## src/rtl/player_motion_ctrl_pkg.sv

```systemverilog
// Shared game definitions for the player motion controller: directions, FSM
// states, screen/tile geometry and helpers for the packed {x, y} position bus.
package player_motion_ctrl_pkg;

  typedef enum logic [1:0] {
    DIR_UP    = 2'd0,
    DIR_DOWN  = 2'd1,
    DIR_LEFT  = 2'd2,
    DIR_RIGHT = 2'd3
  } dir_e;

  typedef enum logic [1:0] {
    ST_IDLE   = 2'd0,
    ST_CHECK  = 2'd1,
    ST_COMMIT = 2'd2
  } state_e;

  localparam int SCREEN_W   = 640;
  localparam int SCREEN_H   = 480;
  localparam int TILE_SHIFT = 5;
  localparam int SPRITE     = 16;
  localparam int POS_W      = 10;
  localparam int TILE_W     = 6;

  function automatic logic [2*POS_W-1:0] pos_pack(input logic [POS_W-1:0] x,
                                                  input logic [POS_W-1:0] y);
    return {x, y};
  endfunction

  function automatic logic [POS_W-1:0] pos_x(input logic [2*POS_W-1:0] p);
    return p[2*POS_W-1:POS_W];
  endfunction

  function automatic logic [POS_W-1:0] pos_y(input logic [2*POS_W-1:0] p);
    return p[POS_W-1:0];
  endfunction

  // Pixel coordinate to tile-map coordinate.
  function automatic logic [TILE_W-1:0] tile_of(input logic [POS_W-1:0] px);
    logic [POS_W-1:0] t;
    t = px >> TILE_SHIFT;
    return t[TILE_W-1:0];
  endfunction

endpackage

```

## src/rtl/player_motion_ctrl_target_calc.sv

```systemverilog
// Combinational target position for one frame: button step or knockback, clamped
// to the playfield. Optional diagonal movement under PLAYER_DIAGONAL_EN.
module player_target_calc
  import player_motion_ctrl_pkg::*;
#(
  parameter int STEP  = 2,
  parameter int KNOCK = 8,
  parameter int MAX_X = 624,
  parameter int MAX_Y = 464
) (
  input  logic [POS_W-1:0] pos_x_i,
  input  logic [POS_W-1:0] pos_y_i,
  input  logic             btn_up,
  input  logic             btn_down,
  input  logic             btn_left,
  input  logic             btn_right,
  input  logic             kb,
  input  dir_e             last_dir,
  output logic [POS_W-1:0] tgt_x,
  output logic [POS_W-1:0] tgt_y,
  output dir_e             new_dir,
  output logic             active
);

  localparam logic signed [POS_W:0] MAX_X_S = (POS_W+1)'(MAX_X);
  localparam logic signed [POS_W:0] MAX_Y_S = (POS_W+1)'(MAX_Y);
  localparam logic signed [POS_W:0] STEP_S  = (POS_W+1)'(STEP);
  localparam logic signed [POS_W:0] KNOCK_S = (POS_W+1)'(KNOCK);

  logic up_n, down_n, left_n, right_n;
  logic signed [POS_W:0] dx, dy, sx, sy;

  // Opposing buttons cancel before any priority is applied.
  assign up_n    = btn_up & ~btn_down;
  assign down_n  = btn_down & ~btn_up;
  assign left_n  = btn_left & ~btn_right;
  assign right_n = btn_right & ~btn_left;

  always_comb begin
    dx      = '0;
    dy      = '0;
    new_dir = last_dir;
    active  = 1'b0;
    if (kb) begin
      active = 1'b1;
      case (last_dir)
        DIR_UP:    dy = KNOCK_S;
        DIR_DOWN:  dy = -KNOCK_S;
        DIR_LEFT:  dx = KNOCK_S;
        default:   dx = -KNOCK_S;
      endcase
    end else begin
      active = up_n | down_n | left_n | right_n;
`ifdef PLAYER_DIAGONAL_EN
      if (up_n)        dy = -STEP_S;
      else if (down_n) dy = STEP_S;
      if (left_n)       dx = -STEP_S;
      else if (right_n) dx = STEP_S;
      if (up_n)         new_dir = DIR_UP;
      else if (down_n)  new_dir = DIR_DOWN;
      else if (left_n)  new_dir = DIR_LEFT;
      else if (right_n) new_dir = DIR_RIGHT;
`else
      if (up_n) begin
        dy = -STEP_S;  new_dir = DIR_UP;
      end else if (down_n) begin
        dy = STEP_S;   new_dir = DIR_DOWN;
      end else if (left_n) begin
        dx = -STEP_S;  new_dir = DIR_LEFT;
      end else if (right_n) begin
        dx = STEP_S;   new_dir = DIR_RIGHT;
      end
`endif
    end
  end

  assign sx = $signed({1'b0, pos_x_i}) + dx;
  assign sy = $signed({1'b0, pos_y_i}) + dy;

  always_comb begin
    tgt_x = sx[POS_W-1:0];
    tgt_y = sy[POS_W-1:0];
    if (sx < 0)            tgt_x = '0;
    else if (sx > MAX_X_S) tgt_x = POS_W'(MAX_X);
    if (sy < 0)            tgt_y = '0;
    else if (sy > MAX_Y_S) tgt_y = POS_W'(MAX_Y);
  end

endmodule

```

## src/rtl/player_motion_ctrl.sv

```systemverilog
// Player motion controller: per-frame move/knockback target, four-corner tile
// wall check over a req/ack handshake, then commit. Option: PLAYER_DIAGONAL_EN.
module player_motion_ctrl
  import player_motion_ctrl_pkg::*;
#(
  parameter int STEP          = 2,
  parameter int KNOCK         = 8,
  parameter int MAX_X         = SCREEN_W - SPRITE,
  parameter int MAX_Y         = SCREEN_H - SPRITE,
  parameter int START_X       = 32,
  parameter int START_Y       = 32,
  parameter int INVULN_FRAMES = 30
) (
  input  logic                 clk,
  input  logic                 rst,
  input  logic                 frame_tick,
  input  logic                 btn_up,
  input  logic                 btn_down,
  input  logic                 btn_left,
  input  logic                 btn_right,
  input  logic                 enemy_collide,
  input  logic                 tile_ack,
  input  logic                 tile_wall,
  output logic                 tile_req,
  output logic [TILE_W-1:0]    tile_x,
  output logic [TILE_W-1:0]    tile_y,
  output logic [2*POS_W-1:0]   position,
  output logic                 moving,
  output logic                 hit_pulse,
  output logic                 invuln
);

  localparam int CNT_W = $clog2(INVULN_FRAMES + 1);

  state_e            state_q, state_d;
  dir_e              last_dir_q, last_dir_d;
  logic [POS_W-1:0]  pos_x_q, pos_x_d, pos_y_q, pos_y_d;
  logic [POS_W-1:0]  tgt_x_q, tgt_x_d, tgt_y_q, tgt_y_d;
  logic [1:0]        corner_q, corner_d;
  logic              tile_req_q, tile_req_d;
  logic [TILE_W-1:0] tile_x_q, tile_x_d, tile_y_q, tile_y_d;
  logic              moving_q, moving_d, hit_pulse_q, hit_pulse_d, kb_q, kb_d;
  logic [CNT_W-1:0]  invuln_q, invuln_d;

  logic              hit_now, calc_active;
  logic [POS_W-1:0]  calc_x, calc_y;
  dir_e              calc_dir;
  logic [1:0]        corner_nx;
  logic [TILE_W-1:0] corner_tx [4];
  logic [TILE_W-1:0] corner_ty [4];

  assign hit_now = (state_q == ST_IDLE) && frame_tick && enemy_collide && (invuln_q == '0);

  player_target_calc #(
    .STEP (STEP),
    .KNOCK(KNOCK),
    .MAX_X(MAX_X),
    .MAX_Y(MAX_Y)
  ) u_target_calc (
    .pos_x_i  (pos_x_q),
    .pos_y_i  (pos_y_q),
    .btn_up   (btn_up),
    .btn_down (btn_down),
    .btn_left (btn_left),
    .btn_right(btn_right),
    .kb       (hit_now),
    .last_dir (last_dir_q),
    .tgt_x    (calc_x),
    .tgt_y    (calc_y),
    .new_dir  (calc_dir),
    .active   (calc_active)
  );

  // Corner k: bit 0 selects the right edge, bit 1 the bottom edge.
  genvar gi;
  generate
    for (gi = 0; gi < 4; gi++) begin : g_corner
      localparam logic [POS_W-1:0] OFF_X = (gi % 2 == 1) ? POS_W'(SPRITE - 1) : '0;
      localparam logic [POS_W-1:0] OFF_Y = (gi >= 2) ? POS_W'(SPRITE - 1) : '0;
      assign corner_tx[gi] = tile_of(tgt_x_q + OFF_X);
      assign corner_ty[gi] = tile_of(tgt_y_q + OFF_Y);
    end
  endgenerate

  assign corner_nx = corner_q + 2'd1;

  always_comb begin
    state_d     = state_q;
    last_dir_d  = last_dir_q;
    pos_x_d     = pos_x_q;
    pos_y_d     = pos_y_q;
    tgt_x_d     = tgt_x_q;
    tgt_y_d     = tgt_y_q;
    corner_d    = corner_q;
    tile_req_d  = tile_req_q;
    tile_x_d    = tile_x_q;
    tile_y_d    = tile_y_q;
    moving_d    = moving_q;
    kb_d        = kb_q;
    hit_pulse_d = 1'b0;
    invuln_d    = invuln_q;

    if (frame_tick && (invuln_q != '0)) invuln_d = invuln_q - CNT_W'(1);

    case (state_q)
      ST_IDLE: begin
        if (frame_tick) begin
          if (hit_now) begin
            invuln_d    = CNT_W'(INVULN_FRAMES);
            hit_pulse_d = 1'b1;
            kb_d        = 1'b1;
          end
          if (calc_active) begin
            last_dir_d = calc_dir;
            if ((calc_x == pos_x_q) && (calc_y == pos_y_q)) begin
              moving_d = 1'b0;
              kb_d     = 1'b0;
            end else begin
              tgt_x_d    = calc_x;
              tgt_y_d    = calc_y;
              corner_d   = 2'd0;
              tile_req_d = 1'b1;
              tile_x_d   = tile_of(calc_x);
              tile_y_d   = tile_of(calc_y);
              state_d    = ST_CHECK;
            end
          end else begin
            moving_d = 1'b0;
          end
        end
      end

      ST_CHECK: begin
        if (!tile_req_q) begin
          // Gap cycle after an ack: coordinates already point at the next corner.
          tile_req_d = 1'b1;
        end else if (tile_ack) begin
          tile_req_d = 1'b0;
          if (tile_wall) begin
            moving_d = 1'b0;
            kb_d     = 1'b0;
            state_d  = ST_IDLE;
          end else if (corner_q == 2'd3) begin
            state_d = ST_COMMIT;
          end else begin
            corner_d = corner_nx;
            tile_x_d = corner_tx[corner_nx];
            tile_y_d = corner_ty[corner_nx];
          end
        end
      end

      ST_COMMIT: begin
        pos_x_d  = tgt_x_q;
        pos_y_d  = tgt_y_q;
        moving_d = ~kb_q;
        kb_d     = 1'b0;
        state_d  = ST_IDLE;
      end

      default: state_d = ST_IDLE;
    endcase
  end

  always_ff @(posedge clk or posedge rst) begin
    if (rst) begin
      state_q     <= ST_IDLE;
      last_dir_q  <= DIR_DOWN;
      pos_x_q     <= POS_W'(START_X);
      pos_y_q     <= POS_W'(START_Y);
      tgt_x_q     <= POS_W'(START_X);
      tgt_y_q     <= POS_W'(START_Y);
      corner_q    <= 2'd0;
      tile_req_q  <= 1'b0;
      tile_x_q    <= '0;
      tile_y_q    <= '0;
      moving_q    <= 1'b0;
      hit_pulse_q <= 1'b0;
      kb_q        <= 1'b0;
      invuln_q    <= '0;
    end else begin
      state_q     <= state_d;
      last_dir_q  <= last_dir_d;
      pos_x_q     <= pos_x_d;
      pos_y_q     <= pos_y_d;
      tgt_x_q     <= tgt_x_d;
      tgt_y_q     <= tgt_y_d;
      corner_q    <= corner_d;
      tile_req_q  <= tile_req_d;
      tile_x_q    <= tile_x_d;
      tile_y_q    <= tile_y_d;
      moving_q    <= moving_d;
      hit_pulse_q <= hit_pulse_d;
      kb_q        <= kb_d;
      invuln_q    <= invuln_d;
    end
  end

  assign tile_req  = tile_req_q;
  assign tile_x    = tile_x_q;
  assign tile_y    = tile_y_q;
  assign position  = pos_pack(pos_x_q, pos_y_q);
  assign moving    = moving_q;
  assign hit_pulse = hit_pulse_q;
  assign invuln    = (invuln_q != '0);

endmodule

```

## config.mk

```make
export PLATFORM = sky130hd
export DESIGN_NAME = player_motion_ctrl
export DESIGN_NICKNAME = d
export VERILOG_FILES = /design/src/rtl/player_motion_ctrl_pkg.sv /design/src/rtl/player_motion_ctrl_target_calc.sv /design/src/rtl/player_motion_ctrl.sv
export SDC_FILE = /design/constraint.sdc
export NUM_CORES = 1
export LEC_CHECK = 0
export BUFFER_PORTS_ARGS = -buffer_cell sky130_fd_sc_hd__buf_4
export CORE_MARGIN = 2
export CORE_UTILIZATION = 50
export CTS_BUF_LIST = sky130_fd_sc_hd__clkbuf_16
export DETAILED_ROUTE_END_ITERATION = 10
export PLACE_DENSITY = 0.69
export SLEW_MARGIN = 20
export SYNTH_ARGS = -nofsm -noshare
export SYNTH_HDL_FRONTEND = slang
export SYNTH_SLANG_ARGS = --single-unit
export TNS_END_PERCENT = 30
```

## constraint.sdc

```tcl
create_clock -name clk -period 6.4 [get_ports clk]
set_input_delay 1.92 -clock clk [delete_from_list [all_inputs] [get_ports clk]]
set_output_delay 1.92 -clock clk [all_outputs]
set_load 0.01 [all_outputs]
```

; After elaboration in Yosys (flattened, before gate mapping)
; Cells that the tools add are included.
[classes]
add_sub_neg = 6
magnitude_cmp = 5
eq_ne = 17
n_mux = 82
bitwise_logic = 15
n_reduce_logical = 20
[ops]
columns = operator, n
row1 = 6-bit two-way mux, 18
row2 = 11-bit two-way mux, 6
row3 = 11-bit one-hot mux with 2 select lines, 2
row4 = 10-bit two-way mux, 4
row5 = 2-bit two-way mux, 20
row6 = 6-bit binary-select mux with 2-bit select, 2
row7 = 6-bit one-hot mux with 2 select lines, 2
row8 = 11-bit adder, 2
row9 = "11-bit by 1-bit less-than comparator with 1-bit output, second input constant", 2
row10 = "10-bit by 4-bit adder with 10-bit output, second input constant", 2
row11 = 10-bit equality test, 2
row12 = 5-bit two-way mux, 4
row13 = 1-bit two-way mux, 19
row14 = "2-bit inequality test, second input constant", 8
row15 = 6-bit AND reduction, 2
row16 = "11-bit by 10-bit greater-than comparator with 1-bit output, second input constant", 1
row17 = "11-bit greater-than comparator, second input constant", 1
row18 = 5-bit AND reduction, 2
row19 = 2-bit one-hot mux with 2 select lines, 2
row20 = 4-bit AND reduction, 2
row21 = 8-bit AND reduction, 1
row22 = 1-bit inverter, 7
row23 = "2-bit equality test, second input constant", 3
row24 = 1-bit one-hot mux with 3 select lines, 2
row25 = other kinds (18), 29
[totals]
register_bits = 67
in_bits = 10
wordCells = 159

; Longest topological paths before layout
[logic_depth]
word_depth = 17
depth_mapped = 22
ltp_nobuf = 19

; Cells and area by module
; Synthesis repeated with hierarchy kept, for this count alone.
[hier_totals]
cells_unflattened = 457
area_unflattened_um2 = 4636.9
[modules_own_cells]
columns = mod, instances, cells_each, area_each_um2
row1 = player_motion_ctrl, 1, 277, 3340.7
row2 = player_target_calc, 1, 180, 1296.2

; Worst setup path before layout
; No wires, ideal clock.
[synth_timing]
kind = input-to-reg
start = in enemy_collide
end = reg tgt_y_q[6]
setup_ns = 0.128
arrival_time_ns = 6.054
path_slack_ns = 0.219
stages = 19
path_cell_list = nand3_1 -> or2_1 -> buf_2 -> inv_1 -> nor2_1 -> ha_1 -> fa_1 -> a211oi_1 -> o31ai_1 -> and4b_1 -> clkbuf_1 -> o31a_1 -> a31o_2 -> a2111oi_0 -> o2111ai_1 -> nor4_4 -> nand4b_4 -> buf_8 -> mux2_1
[synth_between]
elab_chain_cells = 11
[synth_rtl]
columns = item, line
row1 = from (decl), player_motion_ctrl.sv:21  ; input logic enemy_collide,
row2 = 1-bit logical AND * (2 in series), player_motion_ctrl.sv:52  ; assign hit_now = (state_q == ST_IDLE) && frame_tick && enemy_collide && (invuln_q == '0);
row3 = 11-bit two-way mux, player_motion_ctrl_target_calc.sv:44  ; if (kb) begin
row4 = 11-bit adder (on tied branches), "player_motion_ctrl_target_calc.sv:77, player_motion_ctrl_target_calc.sv:78"
row5 = 11-bit greater-than comparator or 11-bit by 10-bit greater-than comparator with 1-bit output (tied branches), "player_motion_ctrl_target_calc.sv:84, player_motion_ctrl_target_calc.sv:86"
row6 = 10-bit two-way mux (on tied branches), "player_motion_ctrl_target_calc.sv:84, player_motion_ctrl_target_calc.sv:86"
row7 = 10-bit two-way mux (on tied branches), "player_motion_ctrl_target_calc.sv:83, player_motion_ctrl_target_calc.sv:85"
row8 = 10-bit equality test, player_motion_ctrl.sv:115  ; if ((calc_x == pos_x_q) && (calc_y == pos_y_q)) begin
row9 = 1-bit logical AND, player_motion_ctrl.sv:115
row10 = 1-bit inverter (no line), n/a
row11 = 4-bit AND reduction (no line), n/a
row12 = to (signal assigned), player_motion_ctrl.sv:172  ; tgt_y_q <= POS_W'(START_Y);
row13 = to (signal assigned), player_motion_ctrl.sv:187  ; tgt_y_q <= tgt_y_d;
row14 = to (decl), player_motion_ctrl.sv:38  ; logic [POS_W-1:0] tgt_x_q, tgt_x_d, tgt_y_q, tgt_y_d;
; Mark *: on every way between the ends. The rest lies on a longest branch, timed or not.
; A chain may end at the register's enable or synchronous reset.

; Final worst setup path
[layout_timing]
start = in frame_tick
end = reg state_q[1]
[layout_between]
elab_chain_cells = 12
[layout_rtl]
columns = item, line
row1 = from (decl), player_motion_ctrl.sv:16  ; input logic frame_tick,
row2 = 1-bit logical AND (3 in series), player_motion_ctrl.sv:52
row3 = 11-bit two-way mux, player_motion_ctrl_target_calc.sv:44
row4 = 11-bit adder (on tied branches), "player_motion_ctrl_target_calc.sv:77, player_motion_ctrl_target_calc.sv:78"
row5 = 11-bit greater-than comparator or 11-bit by 10-bit greater-than comparator with 1-bit output (tied branches), "player_motion_ctrl_target_calc.sv:84, player_motion_ctrl_target_calc.sv:86"
row6 = 10-bit two-way mux (on tied branches), "player_motion_ctrl_target_calc.sv:84, player_motion_ctrl_target_calc.sv:86"
row7 = 10-bit two-way mux (on tied branches), "player_motion_ctrl_target_calc.sv:83, player_motion_ctrl_target_calc.sv:85"
row8 = 10-bit equality test, player_motion_ctrl.sv:115
row9 = 1-bit logical AND, player_motion_ctrl.sv:115
row10 = 2-bit inequality test (no line), n/a
row11 = 6-bit AND reduction (no line) *, n/a
row12 = to (signal assigned), player_motion_ctrl.sv:182  ; state_q <= state_d;
row13 = to (decl), player_motion_ctrl.sv:35  ; state_e state_q, state_d;
; Marks and branches as above.

==> reports/qor.csv <==
stage,metric,value,unit
final_layout,regArea,1630,um^2
critical_path,rr_worst_depth,19,
floorplanning,die-area,10600,um^2
critical_path,cp.required,6.66,ns
critical_path,r2r-start,invuln_q[0],
logic_synthesis,synth_edf_count,0,
logic_synthesis,ys_seq_area_share,33.4,%
worst_hold_path,min_path_cells,1,
final_layout,areaGrowthSynthToFinish,18.9,%
logic_synthesis,muxShareOfSynthArea,12.7,%
global_route,overflow,0,
logic_synthesis,ys_async_sr_fraction,100,%
placed_design,place_hpwl,9120,um
placed_design,port_buffers,43,
final_layout,layout-drive-gt1-share,23.4,%
critical_path,critPathArrivalTime,6.35,ns
floorplanning,num_rows,36,
logic_synthesis,synthCells,518,
critical_path,r2r-end,state_q[1],
critical_path,start_kind,input pin,
timing,clock_skew,0.0102,ns
timing,worstMarginPinSlew,0.827,ns
timing,setup_viol,0,
flow_run,maxCapViolations,0,
timing,tns,0,ns
pwr,vdd_ir_drop_max,247,uV
critical_path,worst_setup_path_end_kind,register,
detailed_routing,initialDrtViolationCount,193,
worst_hold_path,holdCritPathClass,reg2reg,
global_route,grt_pass1_vias,4154,
logic_synthesis,synth_area,4890,um^2
clock_tree,cts_sinks,65,
placed_design,dpl_cell_area,5540,um^2
logic_synthesis,synth_compound_area_share,16.2,%
logic_synthesis,synthXorXnorAreaFrac,5.86,%
timing,hold_viol_final,0,
final_layout,diodes,0,
clock_tree,cts.clk_slew.worst_paths,0.05,ns
timing,fmax,164,MHz
global_route,grt_pass1_wl,20000,um
floorplanning,coreArea,9640,um^2
detailed_routing,first_pass_iters,4,
placed_design,gp_congestion,0.937,
final_layout,fin_area,5810,um^2
clock_tree,h-tree-depth,3,
critical_path,r2r_setup_slack,0.80,ns
pwr,powerDensity,485,nW/um^2
detailed_routing,wl_per_cell,16.6,um
detailed_routing,drcViolationCount,0,
detailed_routing,vias_per_cell,5.71,
critical_path,setup.worst_path.class,in2reg,
timing,rsz0062_at_grt,no,
detailed_routing,detail-route-antenna-nets,0,
detailed_routing,wl_met3,434,um
clock_tree,cts_tree,yes,
logic_synthesis,synth-adder-area-share,9.01,%
worst_hold_path,min_from,moving,
logic_synthesis,synth_seq_cells,65,
status,outcome,"finished, final reports clean",
floorplanning,ios,46,
logic_synthesis,ys.flop_type,dfrtp_1,
final_layout,multi_input_area,3040,um^2
logic_synthesis,yosys.area_share.simple,18.0,%
logic_synthesis,ys_warn_count,0,
critical_path,worst-path-max-fanout,7,
clock_tree,insertion_delay,0.33,ns
global_route,grt_max_degree,66,
timing,slew_violations,0,
logic_synthesis,yosysUniqueCellTypes,72,
timing,fin_crit,6.09,ns
pwr,p_leak,2.74,nW
logic_synthesis,synth_top_family_by_area,simple AND/OR/NAND/NOR gates,
timing,relSlewSlack,44.9,%
detailed_routing,route.layer.met1.wl,5270,um
detailed_routing,vias,4145,
worst_hold_path,min_to,moving,
global_route,track_usage,24.3,%
global_route,antenna_found_initial,0,
floorplanning,start_util,50.7,%
final_layout,nNetsFinal,632,
clock_tree,cts_setup_buffers,0,
floorplanning,die_x,103,um
detailed_routing,highest_layer,met4,
detailed_routing,wl_met2,6100,um
timing,period_share,95.2,%
clock_tree,clockBufferDepth,2,
pwr,report.power.total,2.82,mW
logic_synthesis,postSynthAreaPerCell,9.43,um^2
clock_tree,cts-root-buf,clkbuf_16,
detailed_routing,wl,12000,um
clock_tree,cts_buffers,9,
final_layout,fillers,846,
floorplanning,die_y,103,um
## state kept, by name, indices dropped and copies added (netlist names), 2 cells and up
signal / flops
corner_q: 2
invuln_q: 5
last_dir_q: 2
pos_x_q: 10
pos_y_q: 10
state_q: 2
tgt_x_q: 10
tgt_y_q: 10
tile_x: 5
tile_y: 5
## metrics by stage
stage	util [%]	cells	setup WS, ns	hold slack, ns
after floorplan	-	519	0.219	0.472
after global placement	57.4	710	0.00878	0.474
after detailed placement	57.4	710	-0.0273	0.483
after CTS	60.1	726	0.282	0.496
after global routing	60.3	726	0.0364	0.523
final	60.3	726	0.310	0.488
## placed cells by master, fill, tap and decap left out, types with 6 or more instances in the layout
cell       count
buf_4         73
dfrtp_1       60
nand2_1       45
nor2_1        40
inv_1         33
a21oi_1       32
ha_1          31
o21ai_0       22
mux2_2        17
mux2_1        15
xnor2_1       15
xor2_1        14
nor3_1        13
mux2i_1       11
mux2_4        10
a211oi_1       9
clkbuf_16      9
nor4_1         8
nand3_1        8
nand2b_1       7
o211ai_1       6
## synthesized netlist by cell type (all sizes together) (3+ instances only)
cell type  instances  area [um^2]
a211oi            10         75.1
inv               32          120
o22ai              3         18.8
a31oi              3         18.8
nor3              13         65.1
nand2b             7         43.8
ha                32          400
nand3              8         40.0
clkbuf             9         33.8
dfstp              5          131
a21o               3         22.5
o21a               4         30.0
nor4              10         77.6
mux2              42          510
dfrtp             60         1500
nand4b             5         58.8
xor2              15          139
nor2              40          150
o221ai             4         35.0
xnor2             16          148
nor3b              5         37.5
o21ai             24          120
o31a               4         35.0
mux2i             11          110
a21oi             33          165
buf                8         76.3
o211ai             6         45.0
or4b               4         40.0
nor2b              4         25.0
o31ai              6         58.8
nand4              5         31.3
and3               3         18.8
nand2             45          169
and2               4         25.0
or2                7         43.8
o2111ai            3         26.3
## per-layer routing
layer  GRT usage [%]  vias up
li1                -     2025
met1            31.1     1997
met2            41.7       98
met3            4.47       25
met4            7.59        0
met5               0        -
## what timing repair did
item                                    in CTS  in global routing
resized for setup                            0                  4
endpoints found under the setup margin       0                 26
hold endpoints to repair                     0                  0
hold buffers                                 0                  0
## layout make-up
class                   count  area share, %
inverters                  33           2.13
well taps                 133           2.86
clock buffers               9           3.88
multi-input cells         404           52.4
repair buffers             75           10.1
flip-flops and latches     65           28.1
clock inverters             7          0.538
## worst max-delay path by stage
stage | start | endpoint | slack [ns] | cells past startpoint
after global placement | btn_left | tgt_y_q[6] | 0.009 | 19
after detailed placement | btn_left | tgt_y_q[2] | -0.03 | 19
after floorplan | enemy_collide | tgt_y_q[6] | 0.22 | 19
after CTS | btn_left | tgt_y_q[2] | 0.28 | 19
after global routing | frame_tick | tgt_y_q[2] | 0.04 | 18
final | frame_tick | state_q[1] | 0.31 | 18
## logic make-up (layout without fill, tap and decap cells)
logic type      Yosys count  in the layout
mux                      53             53
simple gates            167            167
fa+ha+maj                34             34
buf+inv                  50            124
xor+xnor                 31             31
other cells               1              2
compound gates          117            117
flops                    65             65
## worst max-delay path, stage by stage
cell and delay (ns):
buf_4 0.09, nand3_1 0.13, nor4_1 0.46, or2_1 0.27, buf_4 0.20, ha_1 0.30, a21oi_1 0.15, o21ai_0 0.19
o211a_1 0.33, o221ai_1 0.35, nor2_1 0.15, o31a_1 0.32, o32ai_1 0.40, buf_4 0.20, nor4_4 0.05, buf_4 0.18
or4b_1 0.51, a21oi_1 0.13
## power breakdown
| group | leakage (nW) | switching [mW] | internal, mW |
|---|---|---|---|
| registers | 0.827 | 0.193 | 0.586 |
| logic | 1.78 | 0.847 | 0.776 |
| clock network | 0.130 | 0.165 | 0.254 |
| total | 2.74 | 1.20 | 1.62 |
(Power assumes the default switching activity.)
